===== config.mk =====
export PLATFORM = sky130hd
export DESIGN_NAME = fp_result_sink_flat
export DESIGN_NICKNAME = d
export VERILOG_FILES = /design/src/rtl/fp_result_pkg.sv /design/src/rtl/fp_result_sink_if.sv /design/src/rtl/fp_class_decode.sv /design/src/rtl/fp_result_sink.sv /design/src/flat_wrapper.sv
export SDC_FILE = /design/constraint.sdc
export NUM_CORES = 1
export LEC_CHECK = 0
export CELL_PAD_IN_SITES_DETAIL_PLACEMENT = 2
export CELL_PAD_IN_SITES_GLOBAL_PLACEMENT = 2
export CORE_ASPECT_RATIO = 1.1
export CORE_MARGIN = 4
export CORE_UTILIZATION = 32
export DETAILED_ROUTE_END_ITERATION = 8
export GPL_ROUTABILITY_DRIVEN = 0
export PLACE_DENSITY_LB_ADDON = 0.1
export SLEW_MARGIN = 20
export SYNTH_ARGS = -nofsm -noshare
export SYNTH_HDL_FRONTEND = slang
export SYNTH_SLANG_ARGS = --single-unit

===== constraint.sdc =====
create_clock -name i_clk -period 23.1 [get_ports i_clk]
set_clock_uncertainty 0.2 [all_clocks]
set_input_delay 5.775 -clock i_clk [delete_from_list [all_inputs] [get_ports i_clk]]
set_output_delay 5.775 -clock i_clk [all_outputs]
set_load 0.01 [all_outputs]

===== src/rtl/fp_result_pkg.sv =====
// Shared types and constants for the FP adder result sink.
// fp32_t is the IEEE-754 single-precision field split; fp_class_e is the
// special-value class used by the optional result counters.
package fp_result_pkg;

  localparam logic [7:0] FP_EXP_MAX = 8'hFF;
  localparam int         FP32_W     = 32;

  typedef struct packed {
    logic        sign;
    logic [7:0]  exp;
    logic [22:0] mant;
  } fp32_t;

  typedef enum logic [1:0] {
    FPC_NORM,
    FPC_ZERO,
    FPC_INF,
    FPC_NAN
  } fp_class_e;

endpackage


===== src/rtl/fp_result_sink_if.sv =====
// AXI-Stream style channel (tvalid/tready/tdata) used for both the result
// input and the buffered output of fp_result_sink.
interface fp_result_sink_if #(
  parameter int DATA_W = 32
);
  logic              tvalid;
  logic              tready;
  logic [DATA_W-1:0] tdata;

  modport master (output tvalid, output tdata, input tready);
  modport slave  (input tvalid, input tdata, output tready);
endinterface


===== src/rtl/fp_class_decode.sv =====
// Combinational IEEE-754 single-precision class decode. Sign is ignored:
// +/-0, +/-Inf and any NaN map to one class each; denormals and normals
// both report FPC_NORM.
module fp_class_decode
  import fp_result_pkg::*;
(
  input  fp32_t     i_data,
  output fp_class_e o_class
);

  logic unused_sign;
  assign unused_sign = i_data.sign;

  // Exponent all-ones splits into NaN/Inf on the mantissa; all-zero word is zero
  always_comb begin
    o_class = FPC_NORM;
    if (i_data.exp == FP_EXP_MAX) begin
      o_class = (i_data.mant != '0) ? FPC_NAN : FPC_INF;
    end else if ((i_data.exp == '0) && (i_data.mant == '0)) begin
      o_class = FPC_ZERO;
    end
  end

endmodule


===== src/rtl/fp_result_sink.sv =====
// FP adder result sink: DEPTH-entry first-word-fall-through FIFO between the
// adder result stream and a downstream AXI-Stream master port.
// Optional feature macro FP_RESULT_CLASS_EN: when defined, every accepted
// result is classified and saturating NaN/Inf/zero counters are kept; when
// undefined the counter ports are tied to zero and no classify logic exists.
module fp_result_sink
  import fp_result_pkg::*;
#(
  parameter int DATA_W = 32,
  parameter int DEPTH  = 8,
  parameter int CNT_W  = 16
) (
  input  logic                     i_clk,
  input  logic                     i_rst,
  fp_result_sink_if.slave          s_axis_result,
  fp_result_sink_if.master         m_axis,
  output logic [$clog2(DEPTH):0]   o_count,
  output logic [CNT_W-1:0]         o_nan_cnt,
  output logic [CNT_W-1:0]         o_inf_cnt,
  output logic [CNT_W-1:0]         o_zero_cnt
);

  localparam int AW = $clog2(DEPTH);
  localparam int PW = AW + 1;

  // Pointers carry an extra wrap bit so full and empty are distinguishable
  logic [PW-1:0]     wr_ptr;
  logic [PW-1:0]     rd_ptr;
  logic [PW-1:0]     count_q;
  logic [DATA_W-1:0] mem [DEPTH];

  logic empty;
  logic full;
  logic push;
  logic pop;

  assign empty = (wr_ptr == rd_ptr);
  assign full  = (wr_ptr[AW-1:0] == rd_ptr[AW-1:0]) && (wr_ptr[AW] != rd_ptr[AW]);

  // Ready and valid come from pointer state only, so there is no
  // combinational path from the input valid to either handshake output
  assign s_axis_result.tready = !full;
  assign m_axis.tvalid        = !empty;
  assign m_axis.tdata         = mem[rd_ptr[AW-1:0]];

  assign push = s_axis_result.tvalid & s_axis_result.tready;
  assign pop  = m_axis.tvalid & m_axis.tready;

  assign o_count = count_q;

  // Pointer and occupancy update; count tracks wr_ptr - rd_ptr as a register
  always_ff @(posedge i_clk or posedge i_rst) begin
    if (i_rst) begin
      wr_ptr  <= '0;
      rd_ptr  <= '0;
      count_q <= '0;
    end else begin
      if (push) wr_ptr <= wr_ptr + PW'(1);
      if (pop)  rd_ptr <= rd_ptr + PW'(1);
      case ({push, pop})
        2'b10:   count_q <= count_q + PW'(1);
        2'b01:   count_q <= count_q - PW'(1);
        default: count_q <= count_q;
      endcase
    end
  end

  // Storage is cleared on reset so the head word reads zero with nothing held
  always_ff @(posedge i_clk or posedge i_rst) begin
    if (i_rst) begin
      for (int i = 0; i < DEPTH; i++) mem[i] <= '0;
    end else if (push) begin
      mem[wr_ptr[AW-1:0]] <= s_axis_result.tdata;
    end
  end

`ifdef FP_RESULT_CLASS_EN
  fp_class_e        cls;
  logic [CNT_W-1:0] nan_cnt;
  logic [CNT_W-1:0] inf_cnt;
  logic [CNT_W-1:0] zero_cnt;

  function automatic logic [CNT_W-1:0] sat_inc(input logic [CNT_W-1:0] v);
    return (&v) ? v : v + CNT_W'(1);
  endfunction

  fp_class_decode u_class_decode (
    .i_data  (fp32_t'(s_axis_result.tdata)),
    .o_class (cls)
  );

  // Count special-class results as they are accepted, holding at all-ones
  always_ff @(posedge i_clk or posedge i_rst) begin
    if (i_rst) begin
      nan_cnt  <= '0;
      inf_cnt  <= '0;
      zero_cnt <= '0;
    end else if (push) begin
      case (cls)
        FPC_NAN:  nan_cnt  <= sat_inc(nan_cnt);
        FPC_INF:  inf_cnt  <= sat_inc(inf_cnt);
        FPC_ZERO: zero_cnt <= sat_inc(zero_cnt);
        default:  ;
      endcase
    end
  end

  assign o_nan_cnt  = nan_cnt;
  assign o_inf_cnt  = inf_cnt;
  assign o_zero_cnt = zero_cnt;
`else
  assign o_nan_cnt  = '0;
  assign o_inf_cnt  = '0;
  assign o_zero_cnt = '0;
`endif

endmodule


===== src/flat_wrapper.sv =====
// flat-port wrapper written by rule: the top's interface ports become plain ports
module fp_result_sink_flat import fp_result_pkg::*;
#(
  parameter int DATA_W = 32,
  parameter int DEPTH  = 8,
  parameter int CNT_W  = 16
)
  (i_clk, i_rst, o_count, o_nan_cnt, o_inf_cnt, o_zero_cnt, s_axis_result_tvalid, s_axis_result_tdata, s_axis_result_tready, m_axis_tvalid, m_axis_tdata, m_axis_tready);
  fp_result_sink_if #(.DATA_W(DATA_W)) s_axis_result_i ();
  fp_result_sink_if #(.DATA_W(DATA_W)) m_axis_i ();
  input  logic i_clk;
  input  logic i_rst;
  output logic [$clog2(DEPTH):0] o_count;
  output logic [CNT_W-1:0] o_nan_cnt;
  output logic [CNT_W-1:0] o_inf_cnt;
  output logic [CNT_W-1:0] o_zero_cnt;
  input wire logic [$bits(s_axis_result_i.tvalid)-1:0] s_axis_result_tvalid;
  input wire logic [$bits(s_axis_result_i.tdata)-1:0] s_axis_result_tdata;
  output wire logic [$bits(s_axis_result_i.tready)-1:0] s_axis_result_tready;
  output wire logic [$bits(m_axis_i.tvalid)-1:0] m_axis_tvalid;
  output wire logic [$bits(m_axis_i.tdata)-1:0] m_axis_tdata;
  input wire logic [$bits(m_axis_i.tready)-1:0] m_axis_tready;
  assign s_axis_result_i.tvalid = s_axis_result_tvalid;
  assign s_axis_result_i.tdata = s_axis_result_tdata;
  assign s_axis_result_tready = s_axis_result_i.tready;
  assign m_axis_tvalid = m_axis_i.tvalid;
  assign m_axis_tdata = m_axis_i.tdata;
  assign m_axis_i.tready = m_axis_tready;
  fp_result_sink #(.DATA_W(DATA_W), .DEPTH(DEPTH), .CNT_W(CNT_W)) u_core (.i_clk(i_clk), .i_rst(i_rst), .s_axis_result(s_axis_result_i), .m_axis(m_axis_i), .o_count(o_count), .o_nan_cnt(o_nan_cnt), .o_inf_cnt(o_inf_cnt), .o_zero_cnt(o_zero_cnt));
endmodule

======== Word level (Yosys, flattened, before mapping) ========
Index checks and enable logic that the tools add are counted.
storage, ports and cells
  word-level logic and storage cells ...... 39
  output and inout port bits .............. 86
  flip-flop bits (word level) ............. 268
  bits of input ports ..................... 36
cells by class
  reductions and logical operators ........ 5
  magnitude comparators ................... 3
  $add $sub $neg .......................... 4
  mux-type cells .......................... 7
  bitwise logic cells ..................... 4
  equal/unequal tests ..................... 5
operators with widths
  cell                   number
  $bwmux W256            1
  $bmux W32 S3           1
  $demux W32 S3          1
  $mux W32               3
  $add A4 B1 Y4 const B  3
  $ge A4 B4 Y1 const B   2
  $not A3 Y4             2
  $pmux W4 S2            1
  $eq A4 B4 Y1           1
  $lt A4 B1 Y1 const B   1
  $sub A4 B1 Y4 const B  1
  $eq A3 B3 Y1           1
  $and A1 B1 Y1          2
  $eq A2 B1 Y1 const B   1
  $eq A2 B2 Y1 const B   1
  $logic_and A1 B1 Y1    2
  $logic_not A1 Y1       2
  $reduce_bool A2 Y1     1
  $ne A1 B1 Y1           1

======== Longest topological paths before layout ========
Gate-level depths: netlist of the first run.
  word-level depth ........................ 6
  mapped depth ............................ 11
  gate-level depth less buffers ........... 9

======== Least setup slack after synthesis of the first run ========
OpenSTA, ideal clock, no wires.
  path kind ............................... flip-flop to output port
  start ................................... reg u_core.rd_ptr[0]
  end ..................................... out m_axis_tdata[10]
  cell stages (with the launch flop) ...... 6
  path slack .............................. 15,257 ps
  buffers on the path ..................... 3
  data required time ...................... 17,125 ps
  data arrival time ....................... 1,868 ps
  cell sequence ........................... dfrtp_1 -> clkbuf_1 -> buf_2 -> buf_2 -> mux4_2 -> mux2_2
on the way
  word-level cells in the longest chain between the ends .. 4
RTL lines
  item                                         RTL line              RTL
  from (decl)                                  fp_result_sink.sv:28  logic [PW-1:0] rd_ptr;
  from (signal assigned)                       fp_result_sink.sv:59  if (pop) rd_ptr <= rd_ptr + PW'(1);
  $not A3 Y4 (implied by the code)             fp_result_sink.sv:44  assign m_axis.tdata = mem[rd_ptr[AW-1:0]];
  $bmux W32 S3                                 fp_result_sink.sv:44
  $mux W32 (implied by the code) (2 in a row)  fp_result_sink.sv:44
  to (decl)                                    flat_wrapper.sv:21    output wire logic [$bits(m_axis_i.tdata)-1:0] m_axis_tdata;
No other way between the ends. The select of a mux whose other input is x is not followed.

======== Worst setup path after layout of the first run ========
Ends and elaborated chain as after synthesis.

==> results of run 1 <==
-- flip-flops by register name (all words and copies together) (netlist names) --
register / flops
u_core.mem: 256
u_core.o_count: 4
u_core.rd_ptr: 4
u_core.wr_ptr: 4
-- cell usage in the layout (no fill, tap or decap), drive strengths merged --
cell type      netlist  routed
mux4                64      64
mux2i                1       1
a21o                 1       1
a41o                 1       1
conb                 1      48
nor3b                1       1
clkinv               0       3
xnor2                9       9
nor4b                1       1
buf                 84      10
o21ai                1       1
inv                  8       8
and3                 2       2
xor2                 3       3
a311o                1       1
bufinv               0       2
fa                   1       1
nand4                2       2
mux2               290     290
nand3                7       7
ha                   5       5
clkdlybuf4s50        0      73
dfrtp              268     268
and4                 1       1
a2111oi              1       1
nand2                4       4
nand4b               1       1
clkbuf              13      57
nor2                 3       3
a21oi                1       1
nor4                 1       1
nor2b                2       2
a41oi                1       1
-- final timing paths --
kind / startpoint / endpoint / depth (start not counted)
hold reg to reg: u_core.mem[150] / u_core.mem[150] / 1
setup / recovery: u_core.rd_ptr[0] / m_axis_tdata[10] / 4
setup reg to reg: u_core.rd_ptr[0] / u_core.o_count[3] / 10
hold / removal: u_core.mem[150] / u_core.mem[150] / 1
min in group asynchronous: i_rst / u_core.mem[174] / 2
max in group asynchronous: i_rst / u_core.rd_ptr[1] / 3
-- synthesized netlist by cell type --
cell type,count
dfrtp_1,268
mux2_2,220
mux4_2,64
buf_4,61
mux2_4,60
buf_2,13
clkbuf_1,12
mux2_1,10
buf_6,9
xnor2_1,9
inv_1,8
nand3_1,7
ha_1,5
nand2_1,4
nor2_1,3
xor2_1,3
and3_4,2
nand4_1,2
nor2b_1,2
a2111oi_0,1
a21o_1,1
a21oi_1,1
a311o_1,1
a41o_1,1
a41oi_1,1
and4_1,1
buf_1,1
clkbuf_2,1
conb_1,1
fa_1,1
mux2i_1,1
nand4b_1,1
nor3b_4,1
nor4_1,1
nor4b_1,1
o21ai_0,1
-- layer usage --
| metal | GRT usage, % | share of wire [%] | vias to the layer above |
|---|---|---|---|
| li1 | - | - | 2918 |
| met1 | 19.7 | 43 | 3709 |
| met2 | 27.0 | 52 | 87 |
| met3 | 2.41 | 2.9 | 41 |
| met4 | 3.12 | 1.5 | 0 |
| met5 | 0 | 0 | - |
-- cell families after synthesis --
group / Yosys count / share of synthesized area (%)
adder cells (fa/ha/maj): 6 / 0.647
other: 1 / 0.0294
flip-flops: 268 / 52.5
XOR/XNOR: 12 / 0.824
buffers and inverters: 105 / 5.55
AO/OA/AOI/OAI: 7 / 0.431
AND/OR/NAND/NOR: 25 / 1.25
multiplexers: 355 / 38.7
-- report_power, final --
group / leakage (nW) / internal (mW) / switching [mW]
Clock: 0.580 / 0.346 / 0.199
Combinational: 2.50 / 0.637 / 0.360
Sequential: 3.22 / 0.711 / 0.182
Total: 6.29 / 1.69 / 0.741
-- area by class of cell --
| cell class | count | area, um2 |
|---|---|---|
| timing repair buffer | 83 | 813 |
| multi-input combinational | 453 | 5540 |
| sequential | 268 | 6720 |
| fill | 3826 | 24400 |
| tap | 507 | 634 |
| clock buffer | 57 | 1100 |
| inverter | 8 | 37.5 |
| clock inverter | 5 | 75.1 |
-- stage by stage --
stage	util (%)	setup slack (ps)
6_report	38.0	13550
5_1_grt	38.0	13230
4_1_cts	38.0	13370
3_3_place_gp	35.0	13950
2_1_floorplan	-	9740
3_5_place_dp	35.0	13920
-- worst register-to-register path, stage by stage, from the launching register on --
cell and delay, ps:
dfrtp_4 820, buf_4 790, xnor2_1 270, nand4b_1 470, nand2_1 330, ha_1 270
ha_1 250, a21o_1 210, a2111oi_0 420, a41oi_1 80, a311o_1 320
==> flow_metrics.py, run 1 <==
metrics = {
    "cts": {
        "cts.sinks": 268,
        "htree_levels": 2,
        "clk_pin_slew_ps": 60,
        "cts_resized": 0,
        "clock_path_buffers": 3,
        "clock_latency_ps": 500,
        "ctsHoldBuffers": 0,
        "clock-root-buffer": "clkbuf_16",
        "cts_buffers": 35,
        "post-cts-setup-buffers": 0,
        "cts_tree": "done",
    },
    "critical_path": {
        "r2r_slack_ps": 18550,
        "crit_family": "buffers and inverters",
        "crit_fanout": 42,
        "worstSetupPathType": "reg2out",
        "cp-end-kind": "output pin",
        "cp.required_ps": 17120,
        "cpPeakStageDelay_ps": 820,
        "cp_slowest_cell": "dfrtp_4",
        "crit_buf_inv": 2,
        "cp-start-kind": "register",
        "crit_chain": "buf_4, mux4_2, mux2_2, clkdlybuf4s50_1",
        "arrival_ps": 3580,
    },
    "global_routing": {
        "grt_util_all_layers_pct": 15.2,
        "antenna_found_initial": 1,
        "grt_max_degree": 115,
        "grt-ovfl-total": 0,
        "grt_pass1_wl_mm": 50.8,
        "grt_pass1_vias": 8283,
    },
    "finish": {
        "antenna_cells": 0,
        "drive_above_1_share_pct": 47.7,
        "post-route-cell-area_um2": 14900,
        "fin_nets": 891,
        "syn_to_final_growth_pct": 16.9,
        "stdcell_count": 1381,
    },
    "logic_synthesis": {
        "synth_top_area_cell": "dfrtp_1",
        "synth.distinct_cells": 36,
        "yosys_warnings": 0,
        "ys_seq_elements": 268,
        "netlist_area_um2": 12800,
        "synthCells": 779,
        "synth.area.top_cells": "dfrtp_1 53%, mux2_2 19%, mux4_2 11%, mux2_4 7.1%, buf_4 3.6%",
        "synth_top_area_share_pct": 52.5,
        "seq_area_frac_synth_pct": 52.5,
        "avgSynthCellArea_um2": 16.4,
    },
    "floorplan": {
        "die-area_um2": 43100,
        "fp.dieW_um": 198,
        "core_um2": 39300,
        "placementRows": 76,
        "io_pins": 122,
        "initial_core_util_pct": 32.5,
        "die_height_um": 217,
    },
    "worst_hold_path": {
        "min_path_type": "reg2reg",
    },
    "timing": {
        "timing.hold.ws_ps": 288,
        "tightest_slew_ps": 1130,
        "setup_tns_ps": 0,
        "setup_viol": 0,
        "relSlewSlack_pct": 24.8,
        "fmax_mhz": 105,
        "rsz0062_at_grt": "no",
        "final_hold_viol_count": 0,
        "drv_slew": 0,
        "period_needed_ps": 9550,
        "finalCritPeriodShare_pct": 41.3,
    },
    "detailed_routing": {
        "drc": 0,
        "routed_via_density": 4.89,
        "drt_iter0_markers": 214,
        "num_vias": 6755,
        "ant_nets": 0,
        "drt_first_pass_iters": 4,
        "wl_per_cell_um": 23.3,
        "drt-total-wl_mm": 32.2,
    },
    "power_and_ir_drop": {
        "power_mw": 2.44,
        "p_leak_nw": 6.29,
        "irDropWorstVdd_v": 0.0000713,
        "p_per_area_nw_per_um2": 163,
    },
    "flow_run": {
        "maxCapViolCount": 0,
    },
    "placement": {
        "dpl-instance-area_um2": 13700,
        "port_buffers": 73,
        "post-place-cells": 1319,
        "dp_hpwl_mm": 18.6,
    },
    "outcome": {
        "status": "finished clean",
    },
}
(Power assumes the default switching activity.)
==> run 2, diff against run 1 <==
==> constraint.sdc (replaced) <==
create_clock -name i_clk -period 8.99 [get_ports i_clk]
set_clock_uncertainty 0.2 [all_clocks]
set_input_delay 2.2475 -clock i_clk [delete_from_list [all_inputs] [get_ports i_clk]]
set_output_delay 2.2475 -clock i_clk [all_outputs]
set_load 0.01 [all_outputs]
==> flow_metrics.py, run 2 (synthesis results as in run 1) <==
metrics = {
    "detailed_routing": {
        "wl_met3_um": 870,
        "drt-total-wl_mm": 32.7,
        "drc": 0,
        "wl_per_cell_um": 23.6,
        "drt_iter0_markers": 224,
        "ant_nets": 0,
        "drt_first_pass_iters": 4,
        "wl_met2_mm": 17.3,
        "wl_met1_mm": 13.9,
        "routed.top_layer": "met4",
        "routed_via_density": 4.92,
        "num_vias": 6816,
    },
    "floorplan": {
        "die-area_um2": 43100,
        "placementRows": 76,
        "io_pins": 122,
        "initial_core_util_pct": 32.5,
        "core_um2": 39300,
        "die_height_um": 217,
        "fp.dieW_um": 198,
    },
    "worst_hold_path": {
        "min_path_type": "reg2reg",
    },
    "cts": {
        "cts.sinks": 268,
        "clk_pin_slew_ps": 60,
        "post-cts-setup-buffers": 0,
        "cts_buffers": 35,
        "clock-root-buffer": "clkbuf_16",
        "cts_tree": "done",
        "htree_levels": 2,
        "clock_latency_ps": 530,
        "cts_resized": 0,
        "ctsHoldBuffers": 0,
        "clock_path_buffers": 3,
    },
    "critical_path": {
        "cp-end-kind": "output pin",
        "cp-start-kind": "register",
        "crit_fanout": 28,
        "arrival_ps": 3450,
        "cp.required_ps": 6540,
        "worstSetupPathType": "reg2out",
    },
    "global_routing": {
        "grt_util_all_layers_pct": 15.6,
        "antenna_found_initial": 0,
        "grt-ovfl-total": 0,
        "grt_pass1_vias": 8312,
        "grt_pass1_wl_mm": 51.7,
        "grt_max_degree": 86,
    },
    "finish": {
        "multi_input_area_um2": 5540,
        "seq_area_um2": 6720,
        "drive_above_1_share_pct": 48.4,
        "fin_nets": 895,
        "final_common_cell": "dfrtp_1",
        "top_register": "u_core.mem",
        "final_cell_mix": "265 x dfrtp_1, 220 x mux2_2, 73 x clkdlybuf4s50_1",
        "fillers": 3818,
        "antenna_cells": 0,
        "largest_reg_flops": 256,
        "syn_to_final_growth_pct": 17.3,
    },
    "timing": {
        "setup_viol": 0,
        "drv_slew": 0,
        "setup_tns_ps": 0,
        "relSlewSlack_pct": 42.3,
        "rsz0062_at_grt": "no",
        "layout_setup_ws_ps": 3090,
        "tightest_slew_ps": 865,
        "final_hold_viol_count": 0,
        "finalCritPeriodShare_pct": 65.6,
        "fmax_mhz": 170,
        "period_needed_ps": 5900,
    },
    "power_and_ir_drop": {
        "p_leak_nw": 6.32,
        "p_per_area_nw_per_um2": 420,
        "irDropWorstVdd_v": 0.000221,
    },
    "placement": {
        "port_buffers": 73,
        "dp_slack_ps": 3310,
        "dp_hpwl_mm": 19.0,
    },
    "flow_run": {
        "maxCapViolCount": 0,
    },
    "outcome": {
        "status": "finished clean",
    },
}
run 2: changes by cell type in the layout (fill, tap and decap cells not counted), sizes merged:
cell and delta:
bufinv -1, clkinvlp +1, clkinv +3, inv +1, buf +4, clkbuf -3
run 2: final timing paths:
path | start | slack, ps | to | cells after the start
max | u_core.rd_ptr[0] | 3090 | m_axis_tdata[0] | 5
min | u_core.rd_ptr[2] | 270 | u_core.rd_ptr[2] | 1
max reg2reg | u_core.rd_ptr[2] | 4990 | u_core.o_count[3] | 10
min reg2reg | u_core.rd_ptr[2] | 270 | u_core.rd_ptr[2] | 1
max in group asynchronous | i_rst | 5050 | u_core.mem[150] | 4
min in group asynchronous | i_rst | 1820 | u_core.mem[49] | 2
run 2: report_power, final:
group	internal, mW	switching [mW]
clock network	0.857	0.535
registers	1.83	0.399
logic	1.66	1.01
total	4.34	1.94
run 2: metal layers:
metal,vias to the layer above,GRT usage (%)
met1,3756,19.8
met4,0,4.26
met2,84,27.5
li1,2933,-
met3,43,2.53
met5,-,0
run 2: final cells by class:
cell class / instances / area share, %
Clock buffer: 54 / 7.20
Clock inverter: 9 / 0.593
Inverter: 8 / 0.226
Multi-Input combinational cell: 453 / 37.0
Sequential cell: 268 / 44.9
Tap cell: 507 / 4.24
Timing Repair Buffer: 87 / 5.88
run 2: worst max-delay path: stages (launching register included):
cell	delay, ps
dfrtp_4	700
buf_16	310
buf_4	490
mux4_2	570
mux2_2	310
clkdlybuf4s50_1	510
run 2: through the flow:
| step | util, % | total power, mW | hold WS (ps) | cells | cell area (um2) |
|---|---|---|---|---|---|
| after floorplan | - | 4.01 | 253 | 826 | 12900 |
| after global placement | 35.0 | 4.78 | 256 | 1321 | 13700 |
| after detailed placement | 35.0 | 4.95 | 264 | 1321 | 13700 |
| after CTS | 38.0 | 6.40 | 275 | 1384 | 14900 |
| after global routing | 38.1 | 6.70 | 289 | 1386 | 15000 |
| final | 38.1 | 6.28 | 270 | 1386 | 15000 |
